--- config.mk ---
export PLATFORM = sky130hd
export DESIGN_NAME = nim_referee
export DESIGN_NICKNAME = d
export VERILOG_FILES = /design/src/rtl/nim_pkg.sv /design/src/rtl/nim_referee_move_check.sv /design/src/rtl/nim_referee.sv
export SDC_FILE = /design/constraint.sdc
export NUM_CORES = 1
export LEC_CHECK = 0
export ABC_AREA = 0
export ABC_CLOCK_PERIOD_IN_PS = 6500
export BUFFER_PORTS_ARGS = -buffer_cell sky130_fd_sc_hd__buf_2
export CAP_MARGIN = 20
export CORE_MARGIN = 8
export CORE_UTILIZATION = 40
export DETAILED_ROUTE_END_ITERATION = 7
export PLACE_DENSITY_LB_ADDON = 0.05
export SYNTH_ARGS = -nofsm -noshare
export SYNTH_HDL_FRONTEND = slang
export SYNTH_SLANG_ARGS = --single-unit
--- constraint.sdc ---
create_clock -name clk -period 6.5 [get_ports clk]
set_input_delay 0.65 -clock clk [delete_from_list [all_inputs] [get_ports clk]]
set_output_delay 0.65 -clock clk [all_outputs]
set_load 0.05 [all_outputs]
--- src/rtl/nim_pkg.sv ---
// rtl/nim_pkg.sv - shared state encoding and pile-slice helpers for the nim referee
package nim_pkg;

  typedef enum logic [2:0] {
    S_IDLE      = 3'd0,
    S_PLAY      = 3'd1,
    S_CHECK     = 3'd2,
    S_ROUND_END = 3'd3,
    S_DONE      = 3'd4
  } state_t;

  localparam int DEF_NPILE = 10;
  localparam int DEF_PW    = 4;
  localparam int DEF_RW    = 3;

  // Pile i occupies bits [pile_lo(i,pw) +: pw] of any packed pile vector.
  function automatic int pile_lo(input int idx, input int pw);
    return idx * pw;
  endfunction

endpackage

--- src/rtl/nim_referee_move_check.sv ---
// rtl/nim_referee_move_check.sv - combinational move legality and all-piles-zero detect
module nim_move_check
  import nim_pkg::*;
#(
  parameter int NPILE = DEF_NPILE,
  parameter int PW    = DEF_PW,
  localparam int SW   = (NPILE > 1) ? $clog2(NPILE) : 1
) (
  input  logic [NPILE*PW-1:0] piles,
  input  logic [SW-1:0]       sel_index,
  input  logic [PW-1:0]       new_value,
  output logic                legal,
  output logic                all_zero
);

  logic [PW-1:0] w_sel_val;
  logic          w_in_range;

  always_comb begin
    w_sel_val  = '0;
    w_in_range = 1'b0;
    for (int i = 0; i < NPILE; i++) begin
      if (int'(sel_index) == i) begin
        w_sel_val  = piles[pile_lo(i, PW) +: PW];
        w_in_range = 1'b1;
      end
    end
  end

  assign legal    = w_in_range && (new_value < w_sel_val);
  assign all_zero = ~|piles;

endmodule

--- src/rtl/nim_referee.sv ---
// rtl/nim_referee.sv - nim match referee: validates moves, scores rounds, declares the match winner
module nim_referee
  import nim_pkg::*;
#(
  parameter int NPILE = DEF_NPILE,
  parameter int PW    = DEF_PW,
  parameter int RW    = DEF_RW,
  localparam int SW   = (NPILE > 1) ? $clog2(NPILE) : 1
) (
  input  logic                clk,
  input  logic                rst_n,
  input  logic                start,
  input  logic [RW-1:0]       target,
  input  logic [NPILE*PW-1:0] init_piles,
  input  logic                commit,
  input  logic [SW-1:0]       sel_index,
  input  logic [PW-1:0]       new_value,
  input  logic                abort,
  output logic [NPILE*PW-1:0] piles,
  output logic                player,
  output logic [RW-1:0]       score0,
  output logic [RW-1:0]       score1,
  output logic                move_err,
  output logic                busy,
  output logic                match_over,
  output logic                winner
);

  state_t              r_state, w_next;
  logic [NPILE*PW-1:0] r_piles, r_shadow;
  logic                r_player, r_starter, r_winner, r_move_err;
  logic [RW-1:0]       r_score0, r_score1, r_target;

  logic          w_legal, w_all_zero;
  logic          w_load, w_err, w_apply, w_toggle, w_score, w_done, w_reload;
  logic [RW-1:0] w_mover_score, w_inc;

  nim_move_check #(.NPILE(NPILE), .PW(PW)) u_check (
    .piles     (r_piles),
    .sel_index (sel_index),
    .new_value (new_value),
    .legal     (w_legal),
    .all_zero  (w_all_zero)
  );

  assign w_mover_score = r_player ? r_score1 : r_score0;
  assign w_inc         = (&w_mover_score) ? w_mover_score : w_mover_score + 1'b1;

  always_ff @(posedge clk or negedge rst_n) begin
    if (!rst_n) r_state <= S_IDLE;
    else        r_state <= w_next;
  end

  always_comb begin
    w_next   = r_state;
    w_load   = 1'b0;
    w_err    = 1'b0;
    w_apply  = 1'b0;
    w_toggle = 1'b0;
    w_score  = 1'b0;
    w_done   = 1'b0;
    w_reload = 1'b0;
    if (abort) begin
      w_next = S_IDLE;
    end else begin
      unique case (r_state)
        S_IDLE, S_DONE: begin
          if (start) begin
            if (~|init_piles) begin
              w_err = 1'b1;
            end else begin
              w_load = 1'b1;
              w_next = S_PLAY;
            end
          end
        end
        S_PLAY: begin
          if (commit) begin
            if (w_legal) begin
              w_apply = 1'b1;
              w_next  = S_CHECK;
            end else begin
              w_err = 1'b1;
            end
          end
        end
        S_CHECK: begin
          // Normal play: whoever empties the last pile takes the round.
          if (w_all_zero) begin
            w_score = 1'b1;
            if (w_inc == r_target) begin
              w_done = 1'b1;
              w_next = S_DONE;
            end else begin
              w_next = S_ROUND_END;
            end
          end else begin
            w_toggle = 1'b1;
            w_next   = S_PLAY;
          end
        end
        S_ROUND_END: begin
          w_reload = 1'b1;
          w_next   = S_PLAY;
        end
        default: w_next = S_IDLE;
      endcase
    end
  end

  always_ff @(posedge clk or negedge rst_n) begin
    if (!rst_n) begin
      r_piles    <= '0;
      r_shadow   <= '0;
      r_player   <= 1'b0;
      r_starter  <= 1'b0;
      r_score0   <= '0;
      r_score1   <= '0;
      r_target   <= RW'(1);
      r_winner   <= 1'b0;
      r_move_err <= 1'b0;
    end else begin
      r_move_err <= w_err;
      if (w_load) begin
        r_piles   <= init_piles;
        r_shadow  <= init_piles;
        r_target  <= (target == '0) ? RW'(1) : target;
        r_score0  <= '0;
        r_score1  <= '0;
        r_player  <= 1'b0;
        r_starter <= 1'b0;
        r_winner  <= 1'b0;
      end else if (w_reload) begin
        r_piles   <= r_shadow;
        r_player  <= ~r_starter;
        r_starter <= ~r_starter;
      end else if (w_apply) begin
        for (int i = 0; i < NPILE; i++) begin
          if (int'(sel_index) == i) r_piles[pile_lo(i, PW) +: PW] <= new_value;
        end
      end
      if (w_toggle) r_player <= ~r_player;
      if (w_score) begin
        if (r_player) r_score1 <= w_inc;
        else          r_score0 <= w_inc;
      end
      if (w_done) r_winner <= r_player;
    end
  end

  assign piles      = r_piles;
  assign player     = r_player;
  assign score0     = r_score0;
  assign score1     = r_score1;
  assign move_err   = r_move_err;
  assign busy       = (r_state != S_IDLE) && (r_state != S_DONE);
  assign match_over = (r_state == S_DONE);
  assign winner     = r_winner;

endmodule

==> metrics.cfg, run 1 <==
[sta]
max-slew-margin-rel_pct=55.70
drv_slew=0
fmax_mhz=262.2
timing.final.crit_share_pct=58.68
setup_ws_ns=2.686
rsz0062_at_grt=false
fin_crit_ns=3.814
fin_skew_ns=0.01298
setup_viol=0
final-hold-violation-count=0
worst_pin_slew_ns=0.6621
fin_setup_tns_ns=0

[critical_path]
path_common_cell=o21ai_0
arrival_ns=4.05
critPathLaunchType=primary input
slowest_delay_ns=0.47
crit_slowest_cell=o2111a_1
path_cells=buf_2 -> nor2b_1 -> a21oi_1 -> o21ai_0 -> nand3_1 -> o21ai_0 -> a2bb2oi_1 -> ha_1 -> o21a_1 -> o21ai_0 -> o2111a_1 -> nand4_1 -> o21ai_1 -> and3_1 -> o21ai_1
critical_path_required_ns=6.73
startpoint=sel_index[0]
cp_max_fo=21
crit_type=primary input to flop
regToRegStartpoint=piles[14]$_DFFE_PN0P_
end_kind=flop

[clock_tree]
cts_tree=done
postCtsSetupBuffers=0
hold_buffers=0
cts_resized=0
cts.sinks=96
ctsHtreeMaxLevel=3
clk_path_buf_depth=2
clkTransAtPathRegs_ns=0.07
numCtsBuffers=9
clk_latency_ns=0.35
root_buffer=clkbuf_16

[logic_synthesis]
ys_seq_area_share_pct=45.75
syn_nets=652
synth_top_family_by_area=simple AND/OR/NAND/NOR gates
synthAdderAreaFrac_pct=0.9526
ys_types=69
synthTopCellsByArea=dfrtp_1, nand2_1, mux2i_1, nor4_1, nor3_1
syn_inst=592
synth_area_per_cell_um2=8.875
post-synth-top-area-cell=dfrtp_1
synthArstFlopShare_pct=100.0
synthMuxAreaShare_pct=8.669
synth_top_area_share_pct=45.25
synth_seq_cells=96
synth_edf_count=0
synthXorXnorAreaFrac_pct=0.3334
synth_compound_area_share_pct=13.98
synth_common_cells=nand2_1, dfrtp_1, nor2_1, nor3_1
syn_area_um2=5254
synth.most_common_cell=nand2_1
synthSimpleGateAreaFrac_pct=26.82
ys.flop_type=dfrtp_1
yosys_warnings=0

[placement]
dp_hpwl_um=13500
dpl_worst_slack_ns=2.386
gp_congestion=0.9343
io_buffers=106

[grt]
grt_pass1_wl_um=27460
antenna_found_initial=0
grt_use_total_pct=21.51
grt_overflow=0
grt_max_degree=51
grt_pass1_vias=4660

[layout]
antenna_cells=0
area_delta_synth_final_pct=18.65
drive_gt1_share_pct=23.14
nets=742

[floorplanning]
core_area_um2=13030
die_area_um2=17060
die-height_um=130.6
start_util_pct=40.31
rows=42
io_pins=107
die_w_um=130.6

[route]
dr_total_vias=4861
postRouteAntennaNets=0
drt-initial-drc-count=511
vias_per_cell=5.633
drc=0
drt_wl_total_um=17980
drt_pre_antenna_iters=5
wl_per_cell_um=20.84

[power_and_ir_drop]
power_density_nw_per_um2=341.4
ir_worst_vdd_uv=124.9
power.leakage_nw=2.986
total_power_mw=2.128

[status]
status=finished clean

[min_path]
hp-class=primary input to async pin

[flow_run]
maxCapViolations=0

path summary, 6_finish.rpt:
path,end,slack [ns],depth (start not counted)
setup reg to reg,piles[12]$_DFFE_PN0P_,3.04,11
max in group asynchronous,r_shadow[13]$_DFFE_PN0P_,5.10,2
min in group clk,r_target[0]$_DFFE_PN1P_,0.47,2
hold / removal,r_state[1]$_DFFE_PN0P_,0.29,1
hold reg to reg,r_target[0]$_DFFE_PN1P_,0.47,2
setup / recovery,piles[12]$_DFFE_PN0P_,2.69,15
per-stage QoR:
step                      hold WS, ns  utilization [%]  instance area [um2]  std cells
after global placement         0.4527            45.28                 5901        847
after CTS                      0.3170            47.83                 6233        863
after detailed placement       0.4575            45.28                 5901        847
after global routing           0.3400            47.83                 6233        863
after floorplan                0.3544                -                 5254        592
final                          0.2922            47.83                 6233        863
layout by cell type, fill, tap and decap left out, drive strengths merged, types with 2 or more instances in the layout:
cell type  count
a211oi         7
a21oi         15
a221oi        12
a31oi          2
and2           6
and2b          2
and3           7
buf          113
bufinv         2
clkbuf        12
dfrtp         95
ha             4
inv            6
mux2          12
mux2i         21
mux4           4
nand2        169
nand2b         8
nand3         16
nand3b         3
nand4          8
nor2          30
nor2b          3
nor3          26
nor4          22
o211a          2
o211ai         2
o21a           3
o21ai         32
o22ai         11
o31a           2
o31ai          3
o32a           3
sequential cells by signal (all words and copies together) (netlist names):
signal and count:
move_err 1, piles 40, player 1, r_shadow 40, r_starter 1, r_state 3
r_target 3, score0 3, score1 3, winner 1
worst max-delay path: cells and delay by family:
kind	cells	cell delay [ns]
adder cells (fa/ha/maj)	1	0.27
AND/OR/NAND/NOR	4	0.87
AO/OA/AOI/OAI	9	1.84
buffers and inverters	1	0.39
layout make-up:
class / count / area, um2
Fill cell: 1350 / 6799
Inverter: 6 / 22.52
Clock inverter: 4 / 76.32
Timing Repair Buffer: 113 / 585.6
Tap cell: 176 / 220.2
Sequential cell: 96 / 2404
Clock buffer: 12 / 256.5
Multi-Input combinational cell: 456 / 2669
per-layer routing:
metal	global-route usage, %	vias to the layer above	share of wire (%)
li1	-	2296	-
met1	32.92	2352	50
met2	28.95	197	41
met3	5.114	16	8.6
met4	6.212	0	1.3
met5	0	-	0
power breakdown:
part	switching, mW	leakage (nW)	internal, mW	total [mW]
logic	0.475	1.64	0.195	0.670
registers	0.140	1.18	0.728	0.868
clock network	0.231	0.159	0.359	0.590
logic make-up after synthesis:
family / Yosys count
flops: 96
xor+xnor: 2
fa+ha+maj: 4
simple gates: 307
compound gates: 106
buf+inv: 40
mux: 37
No activity file was read; power rests on OpenSTA's default activity.
==> run 2, diff against run 1 <==
--- a/config.mk
+++ b/config.mk
@@ -6,7 +6,7 @@
 export NUM_CORES = 1
 export LEC_CHECK = 0
 export ABC_AREA = 0
-export ABC_CLOCK_PERIOD_IN_PS = 6500
+export ABC_CLOCK_PERIOD_IN_PS = 3900
 export BUFFER_PORTS_ARGS = -buffer_cell sky130_fd_sc_hd__buf_2
 export CAP_MARGIN = 20
 export CORE_MARGIN = 8
==> constraint.sdc (replaced) <==
create_clock -name clk -period 3.9 [get_ports clk]
set_input_delay 0.39 -clock clk [delete_from_list [all_inputs] [get_ports clk]]
set_output_delay 0.39 -clock clk [all_outputs]
set_load 0.05 [all_outputs]
==> metrics.cfg, run 2 (synthesized netlist as in run 1, its figures left out) <==
[floorplanning]
io_pins=107
start_util_pct=40.31
die-height_um=130.6
die_area_um2=17060
rows=42
die_w_um=130.6
core_area_um2=13030

[route]
drt-initial-drc-count=443
wl_per_cell_um=20.52
postRouteAntennaNets=0
drt_wl_total_um=17790
dr_total_vias=4876
vias_per_cell=5.624
drc=0
drt_pre_antenna_iters=5

[critical_path]
startpoint=piles[14]$_DFFE_PN0P_
crit_type=flop to flop
critical_path_required_ns=4.13
endpoint=piles[14]$_DFFE_PN0P_
cp_max_fo=9
rrSetupSlack_ns=0.69
regToRegStartpoint=piles[14]$_DFFE_PN0P_
arrival_ns=3.44
critPathLaunchType=flop
reg2regPathDepth=11
end_kind=flop
r2r-end=piles[14]$_DFFE_PN0P_

[clock_tree]
cts_tree=done
postCtsSetupBuffers=0
clk_path_buf_depth=2
cts.sinks=96
clk_latency_ns=0.35
root_buffer=clkbuf_16
numCtsBuffers=9
clkTransAtPathRegs_ns=0.07
cts_resized=0
hold_buffers=0
ctsHtreeMaxLevel=3

[sta]
drv_slew=0
setup_viol=0
max-slew-margin-rel_pct=27.60
setup_ws_ns=0.6851
fmax_mhz=311.1
rsz0062_at_grt=false
timing.final.crit_share_pct=82.43
worst_pin_slew_ns=1.086
fin_setup_tns_ns=0
final-hold-violation-count=0
fin_skew_ns=0.009187
fin_crit_ns=3.215

[power_and_ir_drop]
power_density_nw_per_um2=557.8
ir_worst_vdd_uv=240.9
power.leakage_nw=2.993

[layout]
layout_common_cells=nand2_1, buf_2, dfrtp_1
area_delta_synth_final_pct=18.74
antenna_cells=0
drive_gt1_share_pct=23.73
ff_latch_area_um2=2404
nets=746
layout_commonest_cell=nand2_1
multi_input_area_um2=2669
fin_area_um2=6238
fill_cells=1348

[grt]
grt_use_total_pct=21.66
grt_max_degree=72
grt_overflow=0
antenna_found_initial=0
grt_pass1_wl_um=27470
grt_pass1_vias=4636

[min_path]
hp-class=primary input to async pin

[placement]
dpl_worst_slack_ns=0.4234
io_buffers=106
dpl_cell_area_um2=5931
gp_congestion=0.9227
dp_hpwl_um=13610

[flow_run]
maxCapViolations=0

[status]
status=finished clean

[run 2: cell types whose count changed in the layout (fill, tap and decap cells not counted)]
cell	delta
clkbuf_1	-1
bufinv_16	-1
clkinv_2	+2
buf_4	+4
clkinv_4	-1
clkinvlp_4	+1
[run 2: how the worst min path moves through the flow]
stage                               endpoint  slack [ns]  depth (start not counted)
floorplan                 move_err$_DFF_PN0_        0.09                          0
global placement    r_shadow[37]$_DFFE_PN0P_        0.45                          2
detailed placement    r_state[0]$_DFFE_PN0P_        0.45                          1
CTS                   r_state[0]$_DFFE_PN0P_        0.07                          1
global route              move_err$_DFF_PN0_        0.11                          1
finish                    move_err$_DFF_PN0_        0.05                          1
[run 2: layer usage]
| metal | vias to the layer above | track usage (%) | share of wire (%) |
|---|---|---|---|
| li1 | 2305 | - | - |
| met1 | 2373 | 32.14 | 49 |
| met5 | - | 0 | 0 |
| met4 | 0 | 7.562 | 1.9 |
| met2 | 177 | 29.46 | 41 |
| met3 | 21 | 5.641 | 7.9 |
[run 2: power by group]
part           internal (mW)  switching [mW]  total [mW]  leakage, nW
logic                  0.331           0.790        1.12         1.66
registers               1.21           0.235        1.45         1.18
clock network          0.530           0.380       0.910        0.148
[run 2: area by class of cell]
| cell class | instances | share of cell area, % |
|---|---|---|
| Tap cell | 176 | 3.530 |
| Inverter | 6 | 0.3610 |
| Sequential cell | 96 | 38.53 |
| Timing Repair Buffer | 117 | 9.868 |
| Clock buffer | 11 | 4.051 |
| Clock inverter | 5 | 0.8825 |
| Multi-Input combinational cell | 456 | 42.78 |
[run 2: through the flow]
| stage | power (mW) | utilization [%] | cells | hold slack, ns |
|---|---|---|---|---|
| after floorplan | 2.190 | - | 592 | 0.09441 |
| after global placement | 2.574 | 45.51 | 851 | 0.4516 |
| after detailed placement | 2.585 | 45.51 | 851 | 0.4529 |
| after CTS | 3.501 | 47.87 | 867 | 0.07366 |
| after global routing | 3.646 | 47.87 | 867 | 0.1069 |
| final | 3.480 | 47.87 | 867 | 0.04930 |
[run 2: critical path: stages, from the launching register on]
cell and delay, ns:
dfrtp_1 0.44, mux4_2 0.50, mux2i_1 0.18, o32a_1 0.18
ha_1 0.22, o21a_1 0.10, o21ai_0 0.21, o2111a_1 0.44
nand4_1 0.18, o21ai_1 0.36, and3_1 0.21, o21ai_1 0.06
==> run 3, diff against run 2 <==
--- a/config.mk
+++ b/config.mk
@@ -6,7 +6,7 @@
 export NUM_CORES = 1
 export LEC_CHECK = 0
 export ABC_AREA = 0
-export ABC_CLOCK_PERIOD_IN_PS = 3900
+export ABC_CLOCK_PERIOD_IN_PS = 3300
 export BUFFER_PORTS_ARGS = -buffer_cell sky130_fd_sc_hd__buf_2
 export CAP_MARGIN = 20
 export CORE_MARGIN = 8
==> constraint.sdc (replaced) <==
create_clock -name clk -period 3.3 [get_ports clk]
set_input_delay 0.33 -clock clk [delete_from_list [all_inputs] [get_ports clk]]
set_output_delay 0.33 -clock clk [all_outputs]
set_load 0.05 [all_outputs]
==> metrics.cfg, run 3 (synthesized netlist as in run 1, its figures left out) <==
[power_and_ir_drop]
power.leakage_nw=3.080
power_density_nw_per_um2=641.0
ir_worst_vdd_uv=267.6

[clock_tree]
cts_tree=done
cts.sinks=96
numCtsBuffers=9
clkTransAtPathRegs_ns=0.07
ctsHtreeMaxLevel=3
clk_latency_ns=0.34
root_buffer=clkbuf_16
clk_path_buf_depth=2
postCtsSetupBuffers=0

[critical_path]
startpoint=piles[30]$_DFFE_PN0P_
arrival_ns=3.34
path_common_cell=o32a_1
cp_max_fo=7
r2r-end=r_state[1]$_DFFE_PN0P_
crit_slowest_cell=mux4_2
end_kind=flop
slowest_delay_ns=0.49
critical_path_required_ns=3.54
regToRegStartpoint=piles[30]$_DFFE_PN0P_
rrSetupSlack_ns=0.20
critPathLaunchType=flop
crit_type=flop to flop
reg2regPathDepth=12
path_cells=mux4_2 -> mux2i_1 -> o32a_1 -> ha_1 -> o21a_1 -> o21ai_1 -> buf_4 -> nor3_2 -> o21ai_4 -> o2111ai_1 -> o32a_1 -> a2111oi_2

[placement]
dp.cells=870
dpl_cell_area_um2=6098
io_buffers=106
gp_congestion=0.9288
dp_hpwl_um=14030
dpl_worst_slack_ns=0.02450

[grt]
grt_max_degree=81
grt_pass1_vias=4883
grt_overflow=0
grt_pass1_wl_um=28260
grt_use_total_pct=22.07
antenna_found_initial=0

[sta]
fin_skew_ns=0.009224
worst_pin_slew_ns=0.7593
rsz0062_at_grt=false
timing.final.crit_share_pct=93.96
fin_setup_tns_ns=0
final-hold-violation-count=0
max-slew-margin-rel_pct=49.38
setup_ws_ns=0.1995
setup_viol=0
fin_crit_ns=3.101
fmax_mhz=322.5
drv_slew=0

[route]
wl_per_cell_um=20.57
drc=0
drt_wl_total_um=18260
drt-initial-drc-count=540
vias_per_cell=5.639
drt_pre_antenna_iters=5
postRouteAntennaNets=0
dr_total_vias=5007

[min_path]
hold_depth=3
hp-class=primary input to flop
hold_end=r_target[1]$_DFFE_PN0P_
hp-start=target[1]

[floorplanning]
die_area_um2=17060
rows=42
die-height_um=130.6
io_pins=107
core_area_um2=13030
start_util_pct=40.31
die_w_um=130.6

[layout]
fill_cells=1345
fin_area_um2=6400
nets=767
final_core_util_pct=49.11
layout_commonest_cell=nand2_1
fin_cells=888
antenna_cells=0
drive_gt1_share_pct=25.98
area_delta_synth_final_pct=21.81
layout_common_cells=nand2_1, buf_2, dfrtp_1

[flow_run]
maxCapViolations=0

[status]
status=finished clean

==> run 3: worst max path at each step <==
stage                                   to  cells past startpoint
floorplan             piles[6]$_DFFE_PN0P_                     14
global placement     piles[16]$_DFFE_PN0P_                     14
detailed placement   piles[16]$_DFFE_PN0P_                     12
CTS                  piles[16]$_DFFE_PN0P_                     11
global route        r_state[1]$_DFFE_PN0P_                     12
finish              r_state[1]$_DFFE_PN0P_                     12
==> run 3: timing repair <==
item	4_1_cts	5_1_grt
hold buffers	1	0
hold endpoints to repair	15	0
gates resized for setup	0	2
endpoints found under the setup margin	0	5
==> run 3: per-stage QoR <==
| stage | total power [mW] | hold WS [ns] |
|---|---|---|
| final | 4.102 | 0.1991 |
| after global routing | 4.307 | 0.1922 |
| after CTS | 4.125 | 0.1836 |
| after detailed placement | 3.141 | 0.2180 |
| after global placement | 3.128 | 0.2145 |
| after floorplan | 2.589 | 0.03441 |
==> run 3: layout make-up <==
type	count	area [um2]	area share, %
timing repair buffer	138	808.3	12.63
clock buffer	10	229.0	3.578
sequential	96	2404	37.56
inverter	6	22.52	0.3519
clock inverter	6	43.79	0.6843
multi-input combinational	456	2673	41.76
tap	176	220.2	3.441
==> run 3: layer usage <==
metal  global-route usage (%)  part of all wire (%)  vias to the layer above
li1                         -                     -                     2353
met1                    33.58                    50                     2431
met2                    30.31                    41                      197
met3                    3.977                   6.6                       26
met4                    7.833                   2.2                        0
met5                        0                     0                        -
==> run 3: critical path, delay by kind of cell, from the launching register on <==
kind                       cells  cell delay, ns
and+or+nand+nor                1            0.06
DFF                            1            0.44
adders and majority gates      1            0.22
muxes                          2            0.67
buffers and inverters          1            0.17
AOI/OAI and AO/OA              7            1.43
==> run 3: power by group <==
group | leakage, nW | total [mW] | internal (mW) | switching [mW]
registers | 1.18 | 1.68 | 1.43 | 0.244
logic | 1.77 | 1.46 | 0.457 | 0.999
clock network | 0.121 | 0.969 | 0.512 | 0.457
